### src/rtl/ex_me_pipe.sv
// EX->MEM pipeline register with valid/ready handshake.
// SKID=0 builds a single entry whose in_ready is combinational. SKID=1 builds
// a main entry plus a skid entry, so in_ready comes straight from a flop.
// The module also counts the cycles in which MEM back-pressures a valid payload.
module ex_me_pipe #(
    parameter int XLEN  = 32,
    parameter int RD_W  = 5,
    parameter int SKID  = 1,
    parameter int CNT_W = 16
) (
    input  logic             clk,
    input  logic             rst_n,
    input  logic             in_valid,
    output logic             in_ready,
    input  logic [XLEN-1:0]  incrementPCIn,
    input  logic [XLEN-1:0]  ALUResIn,
    input  logic [XLEN-1:0]  RS2In,
    input  logic [RD_W-1:0]  rdIn,
    input  logic             dm_writeIn,
    input  logic [2:0]       dm_ctrlIn,
    input  logic [1:0]       ru_data_srcIn,
    input  logic             flush,
    output logic             out_valid,
    input  logic             out_ready,
    output logic [XLEN-1:0]  incrementPCOut,
    output logic [XLEN-1:0]  ALUResOut,
    output logic [XLEN-1:0]  RS2Out,
    output logic [RD_W-1:0]  rdOut,
    output logic             dm_writeOut,
    output logic [2:0]       dm_ctrlOut,
    output logic [1:0]       ru_data_srcOut,
    output logic [CNT_W-1:0] stall_cnt
);

    localparam int PW = 3 * XLEN + RD_W + 6;

    logic [PW-1:0]    in_payload;
    logic [PW-1:0]    main_q;
    logic             main_valid_q;
    logic             dm_write_stored;
    logic [CNT_W-1:0] stall_cnt_q;
    logic [CNT_W-1:0] stall_cnt_d;

    assign in_payload = {incrementPCIn, ALUResIn, RS2In, rdIn,
                         dm_writeIn, dm_ctrlIn, ru_data_srcIn};

    generate
        if (SKID == 0) begin : g_single
            logic [PW-1:0] main_d;
            logic          main_valid_d;
            logic          take_in;

            // An empty entry, or one that is draining this cycle, can accept new data.
            assign in_ready = !main_valid_q || out_ready;
            assign take_in  = in_valid && in_ready && !flush;

            // Next-state logic: a flush wins, then a load (which also replaces a draining entry), then a drain.
            always_comb begin
                main_d       = main_q;
                main_valid_d = main_valid_q;
                if (flush) begin
                    main_valid_d = 1'b0;
                end else if (take_in) begin
                    main_d       = in_payload;
                    main_valid_d = 1'b1;
                end else if (main_valid_q && out_ready) begin
                    main_valid_d = 1'b0;
                end
            end

            // Entry register. The payload is kept when the entry is invalidated so that outputs hold.
            always_ff @(posedge clk or negedge rst_n) begin
                if (!rst_n) begin
                    main_q       <= '0;
                    main_valid_q <= 1'b0;
                end else begin
                    main_q       <= main_d;
                    main_valid_q <= main_valid_d;
                end
            end
        end else begin : g_skid
            logic [PW-1:0] main_d;
            logic [PW-1:0] skid_q;
            logic [PW-1:0] skid_d;
            logic          main_valid_d;
            logic          skid_valid_q;
            logic          skid_valid_d;
            logic          take_in;

            // The skid entry is only occupied while main is stalled, so its flop gates input.
            assign in_ready = !skid_valid_q;
            assign take_in  = in_valid && !skid_valid_q && !flush;

            // Next-state logic: skid data takes priority when main drains, to keep FIFO order.
            always_comb begin
                main_d       = main_q;
                main_valid_d = main_valid_q;
                skid_d       = skid_q;
                skid_valid_d = skid_valid_q;
                if (flush) begin
                    main_valid_d = 1'b0;
                    skid_valid_d = 1'b0;
                end else if (!main_valid_q) begin
                    if (take_in) begin
                        main_d       = in_payload;
                        main_valid_d = 1'b1;
                    end
                end else if (out_ready) begin
                    if (skid_valid_q) begin
                        main_d       = skid_q;
                        skid_valid_d = 1'b0;
                    end else if (take_in) begin
                        main_d = in_payload;
                    end else begin
                        main_valid_d = 1'b0;
                    end
                end else if (take_in) begin
                    skid_d       = in_payload;
                    skid_valid_d = 1'b1;
                end
            end

            // Main and skid registers.
            always_ff @(posedge clk or negedge rst_n) begin
                if (!rst_n) begin
                    main_q       <= '0;
                    main_valid_q <= 1'b0;
                    skid_q       <= '0;
                    skid_valid_q <= 1'b0;
                end else begin
                    main_q       <= main_d;
                    main_valid_q <= main_valid_d;
                    skid_q       <= skid_d;
                    skid_valid_q <= skid_valid_d;
                end
            end
        end
    endgenerate

    assign {incrementPCOut, ALUResOut, RS2Out, rdOut,
            dm_write_stored, dm_ctrlOut, ru_data_srcOut} = main_q;
    assign out_valid   = main_valid_q;
    // Gate the store enable so that a bubble can never write data memory.
    assign dm_writeOut = dm_write_stored && main_valid_q;
    assign stall_cnt   = stall_cnt_q;

    // Count cycles with a valid payload blocked by MEM. The count saturates and a flush does not clear it.
    always_comb begin
        stall_cnt_d = stall_cnt_q;
        if (main_valid_q && !out_ready && (stall_cnt_q != {CNT_W{1'b1}})) begin
            stall_cnt_d = stall_cnt_q + {{(CNT_W-1){1'b0}}, 1'b1};
        end
    end

    // Stall counter register.
    always_ff @(posedge clk or negedge rst_n) begin
        if (!rst_n) begin
            stall_cnt_q <= '0;
        end else begin
            stall_cnt_q <= stall_cnt_d;
        end
    end

endmodule

### config.mk
export PLATFORM = sky130hd
export DESIGN_NAME = ex_me_pipe
export DESIGN_NICKNAME = d
export VERILOG_FILES = /design/src/rtl/ex_me_pipe.sv
export SDC_FILE = /design/constraint.sdc
export NUM_CORES = 1
export LEC_CHECK = 0
export CAP_MARGIN = 5
export CORE_MARGIN = 4
export CORE_UTILIZATION = 52
export CTS_BUF_LIST = sky130_fd_sc_hd__clkbuf_2
export DETAILED_ROUTE_END_ITERATION = 10
export HOLD_SLACK_MARGIN = 0.05
export PLACE_DENSITY = 0.82
export REMOVE_ABC_BUFFERS = 1
export SKIP_CTS_REPAIR_TIMING = 1
export SLEW_MARGIN = 20
export SYNTH_ARGS = -nofsm -noshare
export SYNTH_HDL_FRONTEND = slang
export SYNTH_SLANG_ARGS = --single-unit
### constraint.sdc
create_clock -name clk -period 2.45 [get_ports clk]
set_input_delay 0.49 -clock clk [delete_from_list [all_inputs] [get_ports clk]]
set_output_delay 0.49 -clock clk [all_outputs]
set_load 0.01 [all_outputs]
# == Word-level counts from Yosys, hierarchy flattened ==
# Index checks and enable logic that the tools add are counted.
# W data, S select, Z words.
# word_totals
reg_bits,232
input_bits,112
out_inout_bits,125
word_cells,36
# classes
add_sub_neg,1
eq_ne,2
mux,13
bitwise,2
reduce_logical,13
# op_table
op,n
$mux W107,4
$add A16 B1 Y16 const B,1
$ne A16 B16 Y1 const B,1
$mux W1,9
$logic_and A1 B1 Y1,5
$reduce_and A2 Y1,2
$reduce_and A4 Y1,1
$logic_not A1 Y1,3
$reduce_bool A3 Y1,1
$ne A2 B2 Y1 const B,1
$not A1 Y1,2
$reduce_bool A2 Y1,1

# == Logic depth before layout (Yosys ltp) ==
# depth
word_depth,8
depth_mapped,7
depth_no_buf,5

# == Least setup slack after synthesis ==
# OpenSTA, ideal clock, no wires.
# synth_timing
path_kind,reg-to-reg
from,register stall_cnt_q[0] (netlist: stall_cnt[0])
to,register stall_cnt_q[1] (netlist: stall_cnt[1])
setup_time_ns,0.125
arrival_time_ns,1.664
t_required_ns,2.325
setup_slack_ns,0.662
stages_incl_launch_ff,5
path_buffers,0
period_less_slack_ns,1.788
cell_sequence,dfrtp_1 -> ha_1 -> nand4_1 -> o41ai_4 -> mux2_2
# synth_via
elab_chain_cells,2
elab_cells_between_ends,3
cone_classes,add/sub: 1; eq/ne: 1; reduce/logical: 1
# synth_lines
item,line,text
start: declaration,41,logic [CNT_W-1:0] stall_cnt_q;
start signal: assignment,160,stall_cnt_q <= stall_cnt_d;
"parallel branches: the longest is 2 deep, another holds $add A16 B1 Y16",-,
# Several ways; the timed one is not identified.
# A chain may end at the register's enable or synchronous reset.

# == Worst setup path after layout ==
# layout_timing
from,register main_valid_q (netlist: out_valid)
to,output port out_valid
# layout_lines
item,line,text
start: declaration,39,logic main_valid_q;
start signal: assignment,132,main_valid_q <= main_valid_d;
end: declaration,23,"output logic out_valid,"
# No word-level cell between the ends.

==> reports/summary.txt <==
cell count after synthesis - 785
CTS tree - built
worst vdd rail ir drop - 442 uV
sum of buffers and inverters on the critical path - 2
Final Critical Period - 2.32 ns
slew margin rel. - 0.632
Crit Path Class - flop to output pin
delay-heaviest family, CP - buffers and inverters
Hold Path Class - primary input to async pin
clock root cell - clkbuf_2
Detailed Route WL - 24100 um
Final Power - 10.1 mW
first-pass iteration count of the detailed router - 4
final-stage net count - 1058
Pleak - 5.41 nW
crit end category - output pin
Num CTS Buffers - 57
Max Fclk - 430 MHz
Placed Area - 0.0123 mm2
Final Cell Area - 0.0128 mm2
vias in the first global route - 7485
Core Area - 0.0195 mm2
Critical Path Stages - 2
via/cell ratio - 5.63
die area - 0.0222 mm2
CP max FO - 4
cells along the critical path - buf_4 > clkdlybuf4s50_1
Reg clk slew, reported paths - 0.10 ns
share of layout cells above drive strength 1 - 0.266
GP Congestion - 0.774
PwrDens - 786 mW/mm2
Hold WS - 0.266 ns
Synth Area in Compound Gates - 0.181
mapped cell area - 0.0103 mm2
FF-to-FF End - stall_cnt[1]
worst-margin pin slew - 0.551 ns
Post-synth EDFFs - 0
vias - 6998
fill count - 1482
Slew Viols, Final - 0
async set-reset flop share out of synthesis - 1.00
R2R cell count - 4
Critical Path AT - 1.83 ns
IO buf count - 236
xor/xnor share of the synthesized area - 0.0127
CP Launch Type - flop
Syn. warnings - 0
dominant synthesized flop cell - dfrtp_1
mux share of post-synthesis cell area - 0.118
Fin. Hold Viols - 0
cell row count - 51
status - completed
initial antenna violation count - 1
R2R setup slack - 0.50 ns
DIE HEIGHT - 149 um
first-pass GRT wire length - 39100 um
synth-to-layout area growth - 24.2%
syn_area_per_cell - 13.2 um2
Final Skew - 0.0511 ns
Max-cap violations - 0
DRC Markers - 0
Setup violations, final - 0
flops & latches, synth - 232
Die X - 149 um
crit share post-route - 0.949
# H-tree levels - 2
Post-Synth Adder-Cell Area - 0.00121
post-layout util - 0.658
Largest stage delay, worst path - 0.47 ns
slowest CP cell - clkdlybuf4s50_1
I/O Pins - 237
post-detail-place hpwl - 15300 um
Starting Density - 0.530
RSZ-0062 raised after global routing - no
worst skew pair latency - 0.78 ns
post-synthesis simple-gate area fraction - 0.0209
CP endpoint - out_valid
largest family of logic cells by synthesized area - compound AO/OA/AOI/OAI gates
DR iter-0 viols - 240
clk buf depth - 3
clock sinks - 232
Worst Path Required - 1.96 ns
Yosys cell types - 34
largest net degree at the start of global routing - 108
sequential share of the synthesized area - 0.561
GRT overflow - 0
crit path from - out_valid
WL per Instance - 19.4 um
R2R Path Start - stall_cnt[0]
GRT Overall Usage - 0.215
post-route ant nets - 0
total negative setup slack - 0 ns
metal layers:
layer,GRT usage,vias up,part of all wire
li1,-,3166,-
met1,0.292,3564,0.42
met2,0.339,231,0.48
met3,0.0638,37,0.076
met4,0.0622,0,0.019
met5,0,-,0
registers in the layout, summed over array words and instances (netlist names):
signal               flops
main_q                 107
out_valid                1
g_skid.skid_q          107
g_skid.skid_valid_q      1
stall_cnt               16
metrics by stage:
stage,worst slack (ns),std cells
after floorplan,-2.75,621
final,0.126,1242
after global placement,0.166,1146
after CTS,-0.186,1236
after global routing,0.00680,1242
after detailed placement,0.151,1146
area by class of cell:
cell class,count,area [um2],area share
Antenna cell,1,2.50,0.000195
Clock buffer,81,405,0.0316
Clock inverter,9,60.1,0.00468
Inverter,3,11.3,0.000877
Multi-Input combinational cell,386,3470,0.270
Sequential cell,232,5810,0.452
Tap cell,265,332,0.0258
Timing Repair Buffer,265,2750,0.214
synth_stat cells (5+ instances only):
library cell / number / area, um2
nor2_1: 8 / 30.0
a2bb2oi_2: 30 / 450
dfrtp_1: 232 / 5810
nand4_1: 5 / 31.3
nand2_1: 6 / 22.5
xnor2_1: 6 / 52.6
a2bb2oi_1: 77 / 674
o22ai_1: 107 / 669
nand3_1: 7 / 35.0
mux2_2: 108 / 1220
xor2_1: 9 / 78.8
clkbuf_1: 28 / 105
buf_4: 108 / 811
buf_2: 25 / 125
cell usage in the layout, fill, tap and decap left out, types with 2 or more instances in the layout:
cell type / synthesis / routed
xor2_1: 9 / 9
buf_12: 0 / 13
o22ai_1: 107 / 107
nor3_1: 2 / 2
nor2_1: 8 / 7
mux2_2: 108 / 108
nand2_4: 0 / 2
dfrtp_1: 232 / 228
nand4_1: 5 / 5
nand2_1: 6 / 5
clkdlybuf4s50_1: 0 / 234
a2bb2oi_2: 30 / 30
xnor2_1: 6 / 6
buf_4: 108 / 15
and3_1: 2 / 2
inv_1: 3 / 3
nor4_1: 2 / 2
a2bb2oi_1: 77 / 77
clkinv_1: 0 / 8
clkbuf_2: 0 / 81
a21oi_1: 2 / 2
dfrtp_2: 0 / 4
nand3_1: 7 / 7
cell families (layout without fill, tap and decap cells):
family	count (synthesis)	count (layout)
DFF	232	232
and+or+nand+nor	41	41
adders and majority gates	1	1
other	0	1
xor gates and xnor gates	15	15
buffers and inverters	167	358
AOI/OAI and AO/OA	221	221
muxes	108	108
report_power, final:
| group | internal (mW) | leakage, nW | switching [mW] |
|---|---|---|---|
| sequential | 4.67 | 2.66 | 0.525 |
| combinational | 1.58 | 2.39 | 0.916 |
| clock | 0.966 | 0.363 | 1.43 |
| total | 7.22 | 5.41 | 2.88 |
how the worst min path moves through the flow:
stage / from / to / slack, ns / cells past startpoint
global route: rst_n / g_skid.skid_q[101] / 0.22 / 2
floorplan: rst_n / g_skid.skid_q[0] / 0.19 / 0
finish: rst_n / stall_cnt[6] / 0.27 / 2
CTS: rst_n / g_skid.skid_q[61] / -0.44 / 1
detailed placement: rst_n / stall_cnt[9] / 0.48 / 1
global placement: rst_n / stall_cnt[7] / 0.47 / 1
Power figures use the tool's default switching activity.
==> RTL change 1, RTL diff (config.mk and constraints unchanged) <==
Change the parameter `SKID` from 1 to 0. Comments in the files are not updated.
--- a/src/rtl/ex_me_pipe.sv
+++ b/src/rtl/ex_me_pipe.sv
@@ -7,3 +7,3 @@
     parameter int RD_W  = 5,
-    parameter int SKID  = 1,
+    parameter int SKID  = 0,
     parameter int CNT_W = 16
Behaviour: not the same (Yosys sat finds a counterexample within 4 cycles, from zero or initial values and one cycle with rst_n low).
==> RTL change 1 against the original RTL <==
Sequential cell count down 108. Global-route usage down 1.1 points. Power down 48%. Combinational power down 36%. Worst setup slack better by 0.11 ns. Routed wire length down 48%. Final area down 41%. Critical path depth unchanged. Area after synthesis down 46%. Largest power group unchanged.
==> RTL change 1: results (changes against the original RTL) <==
post-synthesis mux area share: 22.1% (was 11.8%)
xor/xnor cell area share of the yosys netlist: 1.56% (was 1.27%)
layout cells sized above 1: 27.4% (was 26.6%)
final instance area: 7620 um2 (was 12800 um2)
r2r setup slk: 0.52 ns (was 0.50 ns)
first-pass GRT wire length: 20100 um (was 39100 um)
cell depth of the worst flop-to-flop path: 5 (was 4)
number of non-clock buffers in the layout: 246 (was 265)
status: finished, final reports clean (unchanged)
final worst slack: 0.237 ns (was 0.126 ns)
row cnt: 37 (was 51)
fraction of area in multi-input gates: 21.6% (was 27.0%)
number of non-clock inverters: 1 (was 3)
multi-input gates: 174 (was 386)
initial antenna violation count: 0 (was 1)
P_sw: 0.00154 W (was 0.00288 W)
CP Launch Point: out_valid (unchanged)
Cell Count Post-Placement: 679 (was 1146)
Synth Area in Compound Gates: 0.669% (was 18.1%)
adder-cell share of the synthesized area: 0.223% (was 0.121%)
H-tree depth: 4 (was 2)
via count: 3470 (was 6998)
clock skew: 0.0243 ns (was 0.0511 ns)
leakage: 3.16 nW (was 5.41 nW)
Peak VDD IR: 0.432 mV (was 0.442 mV)
fill count: 724 (was 1482)
Worst Tran Pin Value: 0.711 ns (was 0.551 ns)
RD Place Congestion: 0.834 (was 0.774)
top post-synthesis cells by area: dfrtp_1 55%, mux2_2 22%, buf_4 14% (was dfrtp_1 56%, mux2_2 12%, buf_4 7.8%)
Yosys cell types: 28 (was 34)
GRT Overall Usage: 20.4% (was 21.5%)
Worst EP arrival: 1.72 ns (was 1.83 ns)
wire per inst: 17.6 um (was 19.4 um)
Worst path max stage delay: 0.55 ns (was 0.47 ns)
1st-iter DRT viols: 129 (was 240)
Reg clk slew, reported paths: 0.20 ns (was 0.10 ns)
crit path to: dm_writeOut (was out_valid)
Post-DP Area: 7410 um2 (was 12300 um2)
CTS Buf Count: 17 (was 57)
sequential share of cell area: 40.7% (was 45.2%)
DP HPWL: 9650 um (was 15300 um)
sequential share of the synthesized area: 55.3% (was 56.1%)
pin count of the biggest net entering global routing: 62 (was 108)
number of global-route vias before repair: 3814 (was 7485)
Synth top cells by count: 124 x dfrtp_1, 109 x mux2_2, 106 x buf_4, 12 x buf_2, 11 x nand2_1 (was 232 x dfrtp_1, 108 x buf_4, 108 x mux2_2, 107 x o22ai_1, 77 x a2bb2oi_1)
Worst-Skew Late Latency: 0.61 ns (was 0.78 ns)
n_diodes: 0 (was 1)
Layout non-clock buf frac: 32.9% (was 21.4%)
final hold slack: 0.354 ns (was 0.266 ns)
register with the most flip-flops: main_q
Final clock-cell share: 2.48% (was 3.62%)
seq_cells: 124 (was 232)
Syn Area/Cell: 13.4 um2 (was 13.2 um2)
Nets: 677 (was 1058)
dpl ws: 0.0559 ns (was 0.151 ns)
clk buf depth: 2 (was 3)
-- RTL change 1: cell count changes after synthesis, moves of 13 or more --
| cell | delta |
|---|---|
| dfrtp_1 | -108 |
| o22ai_1 | -107 |
| a2bb2oi_1 | -77 |
| a2bb2oi_2 | -30 |
| clkbuf_1 | -28 |
| buf_2 | -13 |
-- RTL change 1: routing by layer --
| layer | global-route usage, % | vias up | wire length [um] |
|---|---|---|---|
| met4 | 5.60 | 0 | 159 |
| met2 | 36.1 | 137 | 6650 |
| met5 | 0 | - | 0 |
| li1 | - | 1616 | - |
| met3 | 7.01 | 12 | 908 |
| met1 | 23.6 | 1705 | 4810 |
-- RTL change 1: power groups by stage --
stage	combinational, W	sequential [W]	clock (W)
2_1_floorplan	0.000417	0.00279	0
3_3_place_gp	0.00157	0.00262	0
3_5_place_dp	0.00160	0.00265	0
4_1_cts	0.00161	0.00261	0.00107
5_1_grt	0.00168	0.00266	0.00117
6_report	0.00159	0.00260	0.00101
==> RTL change 2, RTL diff (same flow settings) <==
Without the edit above. Reset style: synchronous (`rst_n`), changed in 3 clocked blocks.
--- a/src/rtl/ex_me_pipe.sv
+++ b/src/rtl/ex_me_pipe.sv
@@ -71,3 +71,3 @@
             // Entry register. The payload is kept when the entry is invalidated so that outputs hold.
-            always_ff @(posedge clk or negedge rst_n) begin
+            always_ff @(posedge clk) begin
                 if (!rst_n) begin
@@ -123,3 +123,3 @@
             // Main and skid registers.
-            always_ff @(posedge clk or negedge rst_n) begin
+            always_ff @(posedge clk) begin
                 if (!rst_n) begin
@@ -155,3 +155,3 @@
     // Stall counter register.
-    always_ff @(posedge clk or negedge rst_n) begin
+    always_ff @(posedge clk) begin
         if (!rst_n) begin
Function: differs if rst_n is asserted again (counterexample within 4 cycles, from zero or initial values and one cycle with rst_n low); with rst_n held inactive, the same outputs for 4 cycles.
==> RTL change 2 against the original RTL <==
Register-to-register slack about the same. Highest routed layer is now met5. Fmax about the same. Die area down 2.1%. Sequential cell count unchanged. Utilization up 0.46 points. Final area down 2.6%. Area after synthesis down 2.3%. Hold slack worse by 0.011 ns. Routed wire length up 11%. Clock skew down 0.031 ns. Final cell count up 37%. Worst setup slack better by 0.00086 ns.
Power is not compared: it rests on default switching activity, and its combinational part moved more than twofold at a synthesized area within 25%.
==> RTL change 2: results (changes against the original RTL) <==
status: finished, final reports clean (unchanged)
multi-input gates: 837 (was 386)
Cell Count Post-Placement: 1606 (was 1146)
clock buf count: 83 (was 81)
Reg area: 4660 um2 (was 5810 um2)
met3 usage: 5.92% (was 6.38%)
Yosys cell types: 33 (was 34)
Nets: 1523 (was 1058)
sequential share of the synthesized area: 45.9% (was 56.1%)
Syn-to-layout area delta: 23.8% (was 24.2%)
DRT Pass-1 Iters: 5 (was 4)
crit path to: stall_cnt[4] (was out_valid)
first-pass GRT wire length: 43700 um (was 39100 um)
M1 WL: 10900 um (was 10200 um)
Multi-input gate area: 4190 um2 (was 3470 um2)
Worst path max stage delay: 0.59 ns (was 0.47 ns)
synthesized area: 10100 um2 (was 10300 um2)
number of non-clock buffers in the layout: 275 (was 265)
WL final: 26800 um (was 24100 um)
Met2 Wirelength: 13100 um (was 11600 um)
Layout non-clock buf frac: 22.7% (was 21.4%)
CP Launch Point: stall_cnt[4] (was out_valid)
top layer in use: met5 (was met4)
Final clock-cell share: 3.77% (was 3.62%)
Synth Area in Compound Gates: 16.8% (was 18.1%)
M1 GR Usage: 29.2% (about the same)
-- RTL change 2: changes by cell type after synthesis, moves of 107 or more --
cell	before	now
dfxtp_1	0	232
dfrtp_1	232	0
nand2_1	6	326
a21oi_1	2	122
mux2_2	108	0
o22ai_1	107	0
-- RTL change 2: metrics by stage --
| stage | setup slack, ns | hold slack (ns) | util (%) |
|---|---|---|---|
| after global placement | 0.0673 | 0.442 | 63.5 |
| after floorplan | -9.71 | 0.437 | - |
| after global routing | 0.00985 | 0.185 | 66.3 |
| after detailed placement | 0.0350 | 0.447 | 63.5 |
| after CTS | -0.229 | 0.176 | 66.0 |
| final | 0.127 | 0.255 | 66.3 |
-- RTL change 2: where the power goes --
| part | internal (W) | switching, W |
|---|---|---|
| Combinational | 0.000535 | 0.000463 |
| Clock | 0.000984 | 0.00146 |
| Sequential | 0.00391 | 0.0000838 |
| Total | 0.00543 | 0.00201 |
